## config.mk

```make
export PLATFORM = sky130hd
export DESIGN_NAME = cpu_sequencer_flat
export DESIGN_NICKNAME = d
export VERILOG_FILES = /design/src/rtl/cpu_sequencer_if.sv /design/src/rtl/cpu_sequencer.sv /design/src/flat_wrapper.sv
export SDC_FILE = /design/constraint.sdc
export NUM_CORES = 1
export LEC_CHECK = 0
export ABC_AREA = 1
export BUFFER_PORTS_ARGS = -buffer_cell sky130_fd_sc_hd__buf_2
export CAP_MARGIN = 20
export CORE_ASPECT_RATIO = 0.5
export CORE_MARGIN = 2
export CORE_UTILIZATION = 34
export CTS_CLUSTER_SIZE = 16
export DETAILED_ROUTE_END_ITERATION = 16
export MAX_ROUTING_LAYER = met4
export SYNTH_ARGS = -nofsm -noshare
export SYNTH_HDL_FRONTEND = slang
export SYNTH_SLANG_ARGS = --single-unit
```

## constraint.sdc

```tcl
create_clock -name clk -period 2.25 [get_ports clk]
set_input_delay 0.45 -clock clk [delete_from_list [all_inputs] [get_ports clk]]
set_output_delay 0.45 -clock clk [all_outputs]
set_load 0.02 [all_outputs]
```

## src/rtl/cpu_sequencer_if.sv

```systemverilog
// Bundles the decoder-side inputs and datapath strobes of the instruction sequencer.
// The master modport is the sequencer; the slave modport is the decoder/datapath side.
interface cpu_sequencer_if #(
    parameter int CNT_W = 16
);
    logic             start;
    logic             step_mode;
    logic [4:0]       opcode;
    logic             load;
    logic             ramread;
    logic             zflag;
    logic             ram_ack;
    logic             ir_load;
    logic             alu_en;
    logic             ram_req;
    logic             ram_we;
    logic             reg_we;
    logic             pc_inc;
    logic             pc_load;
    logic             busy;
    logic             halted;
    logic             mem_err;
    logic [2:0]       state;
    logic [CNT_W-1:0] instr_count;

    modport master (
        input  start, step_mode, opcode, load, ramread, zflag, ram_ack,
        output ir_load, alu_en, ram_req, ram_we, reg_we, pc_inc, pc_load,
               busy, halted, mem_err, state, instr_count
    );

    modport slave (
        output start, step_mode, opcode, load, ramread, zflag, ram_ack,
        input  ir_load, alu_en, ram_req, ram_we, reg_we, pc_inc, pc_load,
               busy, halted, mem_err, state, instr_count
    );
endinterface

```

## src/rtl/cpu_sequencer.sv

```systemverilog
// Multi-cycle control FSM stepping the ROM/decoder/register/ALU/RAM datapath one instruction
// at a time, with run/step/halt modes and a RAM req/ack handshake guarded by a timeout.
module cpu_sequencer #(
    parameter logic [4:0] OP_HALT     = 5'd31,
    parameter logic [4:0] OP_JMP      = 5'd30,
    parameter logic [4:0] OP_BRZ      = 5'd29,
    parameter int         MEM_TIMEOUT = 8,
    parameter int         CNT_W       = 16
) (
    input  logic                  clk,
    input  logic                  rst,
    cpu_sequencer_if.master       bus
);
    localparam logic [2:0] S_IDLE   = 3'd0;
    localparam logic [2:0] S_FETCH  = 3'd1;
    localparam logic [2:0] S_DECODE = 3'd2;
    localparam logic [2:0] S_EXEC   = 3'd3;
    localparam logic [2:0] S_MEM    = 3'd4;
    localparam logic [2:0] S_WB     = 3'd5;
    localparam logic [2:0] S_HALT   = 3'd6;

    localparam logic [7:0] TIMEOUT_LAST = 8'(MEM_TIMEOUT - 1);

    logic [2:0]       r_state;
    logic [7:0]       r_waitCnt;
    logic [CNT_W-1:0] r_instrCount;
    logic             r_memErr;

    logic [2:0]       w_nextState;
    logic [2:0]       w_afterRetire;
    logic             w_isBranch;
    logic             w_branchTaken;
    logic             w_timeout;
    logic             w_retire;

    // Branches retire straight out of DECODE; everything else retires in WB.
    always_comb begin
        w_isBranch    = (bus.opcode == OP_JMP) || (bus.opcode == OP_BRZ);
        w_branchTaken = (bus.opcode == OP_JMP) || ((bus.opcode == OP_BRZ) && bus.zflag);
        w_timeout     = (r_state == S_MEM) && !bus.ram_ack && (r_waitCnt == TIMEOUT_LAST);
        w_retire      = ((r_state == S_DECODE) && w_isBranch) || (r_state == S_WB);
        w_afterRetire = bus.step_mode ? S_IDLE : S_FETCH;
        w_nextState   = r_state;
        case (r_state)
            S_IDLE:   if (bus.start) w_nextState = S_FETCH;
            S_FETCH:  w_nextState = S_DECODE;
            S_DECODE: begin
                if (bus.opcode == OP_HALT)  w_nextState = S_HALT;
                else if (w_isBranch)        w_nextState = w_afterRetire;
                else                        w_nextState = S_EXEC;
            end
            S_EXEC:   w_nextState = (bus.load || bus.ramread) ? S_MEM : S_WB;
            S_MEM: begin
                if (bus.ram_ack)            w_nextState = S_WB;
                else if (w_timeout)         w_nextState = S_HALT;
                else                        w_nextState = S_MEM;
            end
            S_WB:     w_nextState = w_afterRetire;
            S_HALT:   w_nextState = S_HALT;
            default:  w_nextState = S_IDLE;
        endcase
    end

    // The wait counter only runs while the sequencer stays in MEM, so each access starts from 0.
    always_ff @(posedge clk) begin
        if (rst) begin
            r_state      <= S_IDLE;
            r_waitCnt    <= 8'd0;
            r_instrCount <= '0;
            r_memErr     <= 1'b0;
        end else begin
            r_state   <= w_nextState;
            r_waitCnt <= ((r_state == S_MEM) && (w_nextState == S_MEM)) ? r_waitCnt + 8'd1 : 8'd0;
            if (w_timeout) r_memErr <= 1'b1;
            if (w_retire)  r_instrCount <= r_instrCount + CNT_W'(1);
        end
    end

    assign bus.ir_load     = (r_state == S_FETCH);
    assign bus.alu_en      = (r_state == S_EXEC);
    assign bus.ram_req     = (r_state == S_MEM);
    assign bus.ram_we      = (r_state == S_MEM) && bus.load;
    assign bus.reg_we      = (r_state == S_WB) && !bus.load;
    assign bus.pc_inc      = (r_state == S_WB) ||
                             ((r_state == S_DECODE) && (bus.opcode == OP_BRZ) && !bus.zflag);
    assign bus.pc_load     = (r_state == S_DECODE) && w_branchTaken;
    assign bus.busy        = (r_state != S_IDLE) && (r_state != S_HALT);
    assign bus.halted      = (r_state == S_HALT);
    assign bus.mem_err     = r_memErr;
    assign bus.state       = r_state;
    assign bus.instr_count = r_instrCount;
endmodule

```

## src/flat_wrapper.sv

```systemverilog
// flat-port wrapper written by rule: the top's interface ports become plain ports
module cpu_sequencer_flat 
#(
    parameter logic [4:0] OP_HALT     = 5'd31,
    parameter logic [4:0] OP_JMP      = 5'd30,
    parameter logic [4:0] OP_BRZ      = 5'd29,
    parameter int         MEM_TIMEOUT = 8,
    parameter int         CNT_W       = 16
)
  (clk, rst, bus_start, bus_step_mode, bus_opcode, bus_load, bus_ramread, bus_zflag, bus_ram_ack, bus_ir_load, bus_alu_en, bus_ram_req, bus_ram_we, bus_reg_we, bus_pc_inc, bus_pc_load, bus_busy, bus_halted, bus_mem_err, bus_state, bus_instr_count);
  cpu_sequencer_if #(.CNT_W(CNT_W)) bus_i ();
  input  logic clk;
  input  logic rst;
  input wire logic [$bits(bus_i.start)-1:0] bus_start;
  input wire logic [$bits(bus_i.step_mode)-1:0] bus_step_mode;
  input wire logic [$bits(bus_i.opcode)-1:0] bus_opcode;
  input wire logic [$bits(bus_i.load)-1:0] bus_load;
  input wire logic [$bits(bus_i.ramread)-1:0] bus_ramread;
  input wire logic [$bits(bus_i.zflag)-1:0] bus_zflag;
  input wire logic [$bits(bus_i.ram_ack)-1:0] bus_ram_ack;
  output wire logic [$bits(bus_i.ir_load)-1:0] bus_ir_load;
  output wire logic [$bits(bus_i.alu_en)-1:0] bus_alu_en;
  output wire logic [$bits(bus_i.ram_req)-1:0] bus_ram_req;
  output wire logic [$bits(bus_i.ram_we)-1:0] bus_ram_we;
  output wire logic [$bits(bus_i.reg_we)-1:0] bus_reg_we;
  output wire logic [$bits(bus_i.pc_inc)-1:0] bus_pc_inc;
  output wire logic [$bits(bus_i.pc_load)-1:0] bus_pc_load;
  output wire logic [$bits(bus_i.busy)-1:0] bus_busy;
  output wire logic [$bits(bus_i.halted)-1:0] bus_halted;
  output wire logic [$bits(bus_i.mem_err)-1:0] bus_mem_err;
  output wire logic [$bits(bus_i.state)-1:0] bus_state;
  output wire logic [$bits(bus_i.instr_count)-1:0] bus_instr_count;
  assign bus_i.start = bus_start;
  assign bus_i.step_mode = bus_step_mode;
  assign bus_i.opcode = bus_opcode;
  assign bus_i.load = bus_load;
  assign bus_i.ramread = bus_ramread;
  assign bus_i.zflag = bus_zflag;
  assign bus_i.ram_ack = bus_ram_ack;
  assign bus_ir_load = bus_i.ir_load;
  assign bus_alu_en = bus_i.alu_en;
  assign bus_ram_req = bus_i.ram_req;
  assign bus_ram_we = bus_i.ram_we;
  assign bus_reg_we = bus_i.reg_we;
  assign bus_pc_inc = bus_i.pc_inc;
  assign bus_pc_load = bus_i.pc_load;
  assign bus_busy = bus_i.busy;
  assign bus_halted = bus_i.halted;
  assign bus_mem_err = bus_i.mem_err;
  assign bus_state = bus_i.state;
  assign bus_instr_count = bus_i.instr_count;
  cpu_sequencer #(.OP_HALT(OP_HALT), .OP_JMP(OP_JMP), .OP_BRZ(OP_BRZ), .MEM_TIMEOUT(MEM_TIMEOUT), .CNT_W(CNT_W)) u_core (.clk(clk), .rst(rst), .bus(bus_i));
endmodule
```

# == Yosys cells after proc, flatten, opt, wreduce, memory -nomap -nowiden ==
# Cells that the tools add are included.
# classes
add_sub_neg,2
eq_ne,12
n_mux,8
n_bitwise,1
n_reduce_logical,22
# ops
op,count
$pmux W3 S7,1
$add A16 B1 Y16 const B,1
$eq A5 B5 Y1 const B,3
$eq A3 B3 Y1 const B,4
$mux W3,4
$logic_and A1 B1 Y1,11
$add A8 B1 Y8 const B,1
$eq A8 B3 Y1 const B,1
$eq A3 B2 Y1 const B,2
$logic_or A1 B1 Y1,5
$eq A3 B1 Y1 const B,1
$logic_not A1 Y1,3
$logic_not A3 Y1,1
$ne A3 B3 Y1 const B,1
$reduce_bool A3 Y1,1
$mux W1,2
$mux W2,1
$reduce_or A2 Y1,1
$not A1 Y1,1
# totals
regBits,28
input_bits,13
out_inout_bits,29

# == Logic depth before layout (Yosys ltp) ==
# Gate-level depths: netlist (run 1).
# logic_depth
word_depth,10
ltp_mapped,10
ltp_nobuf,9

# == Worst setup path after synthesis (run 1) ==
# No wires, ideal clock.
# synth_path
path_type,register -> output
from,register u_core.r_state[0] (netlist: u_core.bus.state[0])
to,output port bus_busy
arrival_time_ns,1.278
t_required_ns,1.800
setup_slack_ns,0.522
stages_incl_launch_ff,5
cell_sequence,dfxtp_1 -> nor2_1 -> nand2_1 -> inv_1 -> a21oi_1
# synth_between
elab_chain_len,2
elab_cells_between_ends,3
cone_classes,1 x eq/ne; 2 x reduce/logical
# synth_rtl
element,line_no,text
"start, declared",cpu_sequencer.sv:24,logic [2:0] r_state;
"start signal, assigned",cpu_sequencer.sv:72,r_state <= w_nextState;
$ne A3 B3 Y1 / $reduce_bool A3 Y1 (equally long branches),cpu_sequencer.sv:87,assign bus.busy = (r_state != S_IDLE) && (r_state != S_HALT);
$logic_and A1 B1 Y1 *,cpu_sequencer.sv:87,
"end, declared",flat_wrapper.sv:28,output wire logic [$bits(bus_i.busy)-1:0] bus_busy;
# Every way passes the cells marked *; elsewhere a longest branch is shown, timed or not.

# == Worst setup path in the final report (run 1) ==
# layout_path
from,register u_core.r_state[2] (netlist: u_core.bus.state[2])
to,output port bus_busy
# Same word-level chain as after synthesis.

==> summary.md, run 1 <==
| Metric | Value |
|---|---|
| Worst EP required | `1.80 ns` |
| Commonest non-fill, non-tap cell in the layout | `nand2_1` |
| Final nets | `309` |
| Die X | `103 µm` |
| Mapped Nets | `266` |
| Initial antenna violation count | `0` |
| Via density | `4.60` |
| Placer Congestion | `0.809` |
| CTS H-tree lvls | `1` |
| Combinational share of power | `14.1%` |
| First-pass GRT wire length | `6710 µm` |
| Final hold violations | `0` |
| Ratio of cells with drive above 1 in the final layout | `23.2%` |
| Area occupied by multi-input gates | `970 µm²` |
| Pwr per Cell Area | `540 nW/µm²` |
| Largest family of logic cells by synthesized area | `simple AND/OR/NAND/NOR gates` |
| Initial DRC Count | `72` |
| Flop pwr share | `48.4%` |
| Clock power frac | `37.5%` |
| Int Power | `0.792 mW` |
| Inserted Clock Buffers | `3` |
| Post-Synth Simple-Gate Area | `44.3%` |
| Fin crit period | `1.92 ns` |
| CP Max Fanout | `7` |
| Remaining Overflow, GRT | `0` |
| Syn Inst Count | `251` |
| Worst slew pin tran | `0.305 ns` |
| # rows | `17` |
| Most frequent cells in the layout | `nand2_1 (66), buf_2 (41), nor2_1 (39)` |
| Max Cap Violations | `0` |
| Finished Cell Area | `1990 µm²` |
| R2r setup slk | `0.87 ns` |
| Max Clk Rate | `522 MHz` |
| Longest Clk Path Bufs | `2` |
| Complex-gate fraction of the synthesized area | `9.68%` |
| Status | `completed` |
| Post-CTS Setup Bufs | `0` |
| Setup tns final | `0 ns` |
| Drt wl/cell | `10.5 µm` |
| Post-synthesis xor/xnor area fraction | `3.18%` |
| Initial core utilization | `36.5%` |
| Drt first pass iters | `4` |
| Clock slew at reported path FFs | `0.10 ns` |
| Syn. warnings | `0` |
| Slew margin rel. | `79.6%` |
| Final worst path period share | `85.2%` |
| LEAKAGE | `0.886 nW` |
| Proportion of synthesized chip area in sequential cells | `33.9%` |
| R2R cell count | `8` |
| I/O Buffers | `41` |
| Worst hold path type | `flip-flop to flip-flop` |
| CP Capture Type | `output port` |
| Seq cells post-synth | `28` |
| VDD IR-drop max | `0.000221 V` |
| TritonCTS clock tree | `yes` |
| Layout overhead on the synthesized area | `20.1%` |
| All-layer global routing usage | `16.0%` |
| Core box area | `4530 µm²` |
| Hold path cells | `2` |
| R2r endpoint | `u_core.bus.instr_count[12]` |
| I/O pin count | `42` |
| Hold_sp | `u_core.bus.mem_err` |
| Area post-placement | `1920 µm²` |
| CP Class | `flip-flop to output port` |
| CTS resizes | `0` |
| Clk_lat worst skew | `0.28 ns` |
| CP arrival | `1.47 ns` |
| # diodes | `0` |
| Worst Hold End | `u_core.bus.mem_err` |
| Clock sink count | `28` |
| Clock Skew | `0.00214 ns` |
| Adder-Cell Fraction of Synth Area | `1.51%` |
| Unique masters post-synth | `26` |
| Root Driver | `clkbuf_8` |
| Switching part of the total power | `26.2%` |
| Via count | `1653` |
| Sequential cell area | `561 µm²` |
| Layout fillers | `502` |
| Switch Pwr | `0.281 mW` |
| WL final | `3760 µm` |
| Worst setup SP type | `flip-flop` |
| Largest net degree at the start of global routing | `23` |
| DIE HEIGHT | `53.3 µm` |
| DRC viols | `0` |
| Max Slew Vio Count | `0` |
| Die area | `5470 µm²` |
| Start of the worst register-to-register path | `u_core.bus.instr_count[0]` |
| Mapped cell area | `1650 µm²` |
| Post-synthesis mux area share | `0%` |
| Cts hold-fix bufs | `0` |
| # setup viols final | `0` |
| HPWL Detailed | `2850 µm` |
| Vias in the first global route | `1544` |
| Post-route ant nets | `0` |
| RSZ-0062 raised after global routing | `no` |
| Avg Cell Area, Syn | `6.59 µm²` |
-- worst max path at each step --
stage | endpoint | cells past startpoint | from | slack [ns]
floorplan | bus_busy | 4 | u_core.bus.state[0] | 0.52
global placement | bus_pc_load | 8 | bus_opcode[3] | 0.59
detailed placement | bus_pc_load | 8 | bus_opcode[3] | 0.58
CTS | bus_busy | 6 | u_core.bus.state[2] | 0.34
global route | bus_busy | 6 | u_core.bus.state[2] | 0.22
finish | bus_busy | 6 | u_core.bus.state[2] | 0.33
-- area by class of cell --
type,instances,share of cell area [%]
clock buffer,3,2.08
clock inverter,1,1.51
inverter,26,4.91
multi-input combinational,194,48.8
sequential,28,28.2
tap,66,4.16
timing repair buffer,41,10.3
-- Yosys cell counts --
cell / number / area share, %
dfxtp_1: 28 / 34
a21oi_2: 1 / 0.53
o21ai_0: 5 / 1.5
nor2_4: 1 / 0.68
nand2_1: 66 / 15
nor3_1: 9 / 2.7
inv_2: 3 / 0.68
inv_1: 23 / 5.2
nand3_1: 21 / 6.4
nor2_2: 5 / 1.9
a21oi_1: 19 / 5.7
and2_2: 1 / 0.45
nand3_2: 2 / 1.2
nand4_1: 5 / 1.9
nor2_1: 39 / 8.9
ha_1: 2 / 1.5
a21boi_4: 1 / 1.1
o21ai_1: 1 / 0.30
clkbuf_1: 1 / 0.23
nand4_4: 1 / 1.3
buf_6: 2 / 1.4
nand2_2: 5 / 1.9
nand2_4: 3 / 2.0
o31ai_1: 1 / 0.45
xnor2_1: 3 / 1.6
xor2_1: 3 / 1.6
-- power by group through the flow --
stage | sequential, mW | combinational, mW | clock, mW
after global routing | 0.520 | 0.169 | 0.435
after CTS | 0.518 | 0.153 | 0.416
final | 0.519 | 0.151 | 0.403
after global placement | 0.529 | 0.152 | 0
after detailed placement | 0.530 | 0.153 | 0
after floorplan | 0.536 | 0.0988 | 0
-- layer usage --
layer	vias to the layer above	routed length, µm	global-route usage [%]	part of all wire (%)
met5	-	0	-	0
met4	0	17	2.67	0.45
met3	2	122	3.57	3.2
met2	24	1790	27.8	48
met1	736	1830	19.7	49
li1	891	-	-	-
-- per-stage QoR --
stage / hold WS, ns / instances / power [mW] / util [%] / setup slack, ns
3_5_place_dp: 0.451 / 355 / 0.682 / 42.3 / 0.583
4_1_cts: 0.468 / 359 / 1.09 / 43.9 / 0.337
2_1_floorplan: 0.432 / 251 / 0.635 / - / 0.522
3_3_place_gp: 0.448 / 355 / 0.681 / 42.3 / 0.594
5_1_grt: 0.481 / 359 / 1.12 / 43.9 / 0.220
6_report: 0.462 / 359 / 1.07 / 43.9 / 0.333
-- critical path, cell delays in order, from the launching register on --
cell and delay [ns]:
dfxtp_1 0.48, inv_1 0.13, nor2_1 0.15, nand2_1 0.12, inv_1 0.10, a21oi_1 0.05, buf_2 0.16
-- state kept, by name (all words and copies together) (netlist names) --
name / flops
u_core.bus.instr_count: 16
u_core.bus.state: 3
u_core.r_waitCnt: 8
u_core.bus.mem_err: 1
-- logic make-up after synthesis --
logic type	after synthesis
buffers and inverters	29
AND/OR/NAND/NOR	158
adder cells (fa/ha/maj)	2
AO/OA/AOI/OAI	28
flip-flops	28
XOR/XNOR	6
Note: power is estimated with default switching activity, not from simulation.
==> inputs of run 2 (changes only) <==
clock period = 1.65 ns   (was 2.25 ns; I/O delays follow)
==> run 2 against run 1 <==
Cell count is 0.84% higher. Total power is 28% higher. Clock skew is 0.0052 ns higher. Design area is 1.6% higher. Wire length is 2.9% higher. Flip-flop and latch count stayed put. Critical path depth is 2 lower. Via count is 1.1% higher. Sequential power is 37% higher. Worst setup slack worse by 0.29 ns. Combinational power is 53% higher. First-iteration DRC count is 39% lower. Critical endpoint is now bus_pc_inc. Largest power group unchanged.
==> summary.md, run 2 (synthesis results as in run 1) <==
| Metric | Value |
|---|---|
| Max Slew Vio Count | `0` |
| # rows | `17` |
| Clock Skew | `0.00731 ns` |
| Root Driver | `clkbuf_8` |
| Final hold violations | `0` |
| WL final | `3870 µm` |
| CP arrival | `1.28 ns` |
| Max Cap Violations | `0` |
| Inserted Clock Buffers | `3` |
| Area occupied by multi-input gates | `978 µm²` |
| Post-route ant nets | `0` |
| Worst slew pin tran | `0.326 ns` |
| Worst hold path type | `input pin to flip-flop` |
| Place WS | `0.194 ns` |
| Drt first pass iters | `4` |
| Final core utilization | `44.5%` |
| CP Class | `flip-flop to output port` |
| VDD IR-drop max | `0.000320 V` |
| HPWL Detailed | `2930 µm` |
| TritonCTS clock tree | `yes` |
| Clock slew at reported path FFs | `0.09 ns` |
| Sequential cell area | `569 µm²` |
| Layout overhead on the synthesized area | `22.0%` |
| Ratio of cells with drive above 1 in the final layout | `26.4%` |
| Initial core utilization | `36.5%` |
| Die area | `5470 µm²` |
| Remaining Overflow, GRT | `0` |
| Worst EP required | `1.32 ns` |
| CP Max Fanout | `7` |
| All-layer global routing usage | `15.8%` |
| Max FFs per register | `16` |
| Drt wl/cell | `10.7 µm` |
| I/O pin count | `42` |
| Final worst path period share | `97.3%` |
| Final nets | `312` |
| LEAKAGE | `0.896 nW` |
| Clk_lat worst skew | `0.28 ns` |
| Commonest non-fill, non-tap cell in the layout | `nand2_1` |
| Vias in the first global route | `1497` |
| Overall power | `1.37 mW` |
| Most frequent cells in the layout | `nand2_1 (65), buf_2 (39), nor2_1 (38)` |
| Cell count after placement | `355` |
| Initial DRC Count | `44` |
| Via count | `1671` |
| Max Clk Rate | `623 MHz` |
| Final non-filler cell total | `362` |
| Core box area | `4530 µm²` |
| Pwr per Cell Area | `678 nW/µm²` |
| RSZ-0062 raised after global routing | `yes` |
| First-pass GRT wire length | `6550 µm` |
| Longest Clk Path Bufs | `2` |
| Largest net degree at the start of global routing | `23` |
| Worst setup SP type | `flip-flop` |
| Status | `completed` |
| Placer Congestion | `0.806` |
| Initial antenna violation count | `0` |
| Finished Cell Area | `2020 µm²` |
| I/O Buffers | `41` |
| CP Capture Type | `output port` |
| Die X | `103 µm` |
| Fin worst setup slack | `0.0440 ns` |
| Slew margin rel. | `78.2%` |
| # diodes | `0` |
| Fin crit period | `1.61 ns` |
| DIE HEIGHT | `53.3 µm` |
| Area post-placement | `1920 µm²` |
| CTS H-tree lvls | `1` |
| Clock sink count | `28` |
| # setup viols final | `0` |
| Layout fillers | `474` |
| DRC viols | `0` |
| Via density | `4.62` |
## run 2: cell count changes in the layout (fill, tap and decap cells not counted), moves of 2 or more
| cell | previous run | this run |
|---|---|---|
| buf_4 | 0 | 5 |
| dfxtp_1 | 28 | 25 |
| buf_2 | 41 | 39 |
| dfxtp_4 | 0 | 2 |
## run 2: per-layer routing
metal,global-route usage [%],routed length (µm)
met1,18.9,1860
met2,27.7,1850
met3,3.17,123
met4,4.00,40
met5,-,0
## run 2: final timing paths
path                            start                         end  slack [ns]  cells after the start
hold reg to reg   u_core.r_waitCnt[0]         u_core.r_waitCnt[0]        0.46                      1
setup reg to reg  u_core.bus.state[0]  u_core.bus.instr_count[15]        0.30                      7
setup / recovery  u_core.bus.state[2]                  bus_pc_inc        0.04                      4
hold / removal            bus_ram_ack          u_core.bus.mem_err        0.39                      4
## run 2: worst max-delay path, cell delays in order (launching register included)
cell and delay [ns]:
dfxtp_4 0.38, nor2_2 0.12, nand2_2 0.09, o31ai_1 0.22, buf_2 0.20
## run 2: where the power goes
group	switching [mW]	internal (mW)	total, mW
registers	0.0228	0.687	0.710
logic	0.146	0.0848	0.231
clock network	0.214	0.214	0.427
total	0.383	0.986	1.37
## run 2: metrics by stage
| stage | setup TNS (ns) | hold slack (ns) |
|---|---|---|
| after global routing | -0.00787 | 0.409 |
| after global placement | 0 | 0.448 |
| final | 0 | 0.392 |
| after floorplan | 0 | 0.399 |
| after CTS | 0 | 0.384 |
| after detailed placement | 0 | 0.455 |
## run 2: area by class of cell
class                      instances  share of cell area (%)
clock buffer                       4                    2.73
inverter                          26                    4.96
multi-input combinational        194                    48.5
sequential                        28                    28.2
tap                               66                    4.09
timing repair buffer              44                    11.5
## run 2: timing repair
action,4_1_cts,5_1_grt
hold buffers,0,0
setup endpoints to repair,3,3
pin swaps,0,1
endpoints found under the hold margin,0,0
setup buffers,0,3
resized for setup,6,6
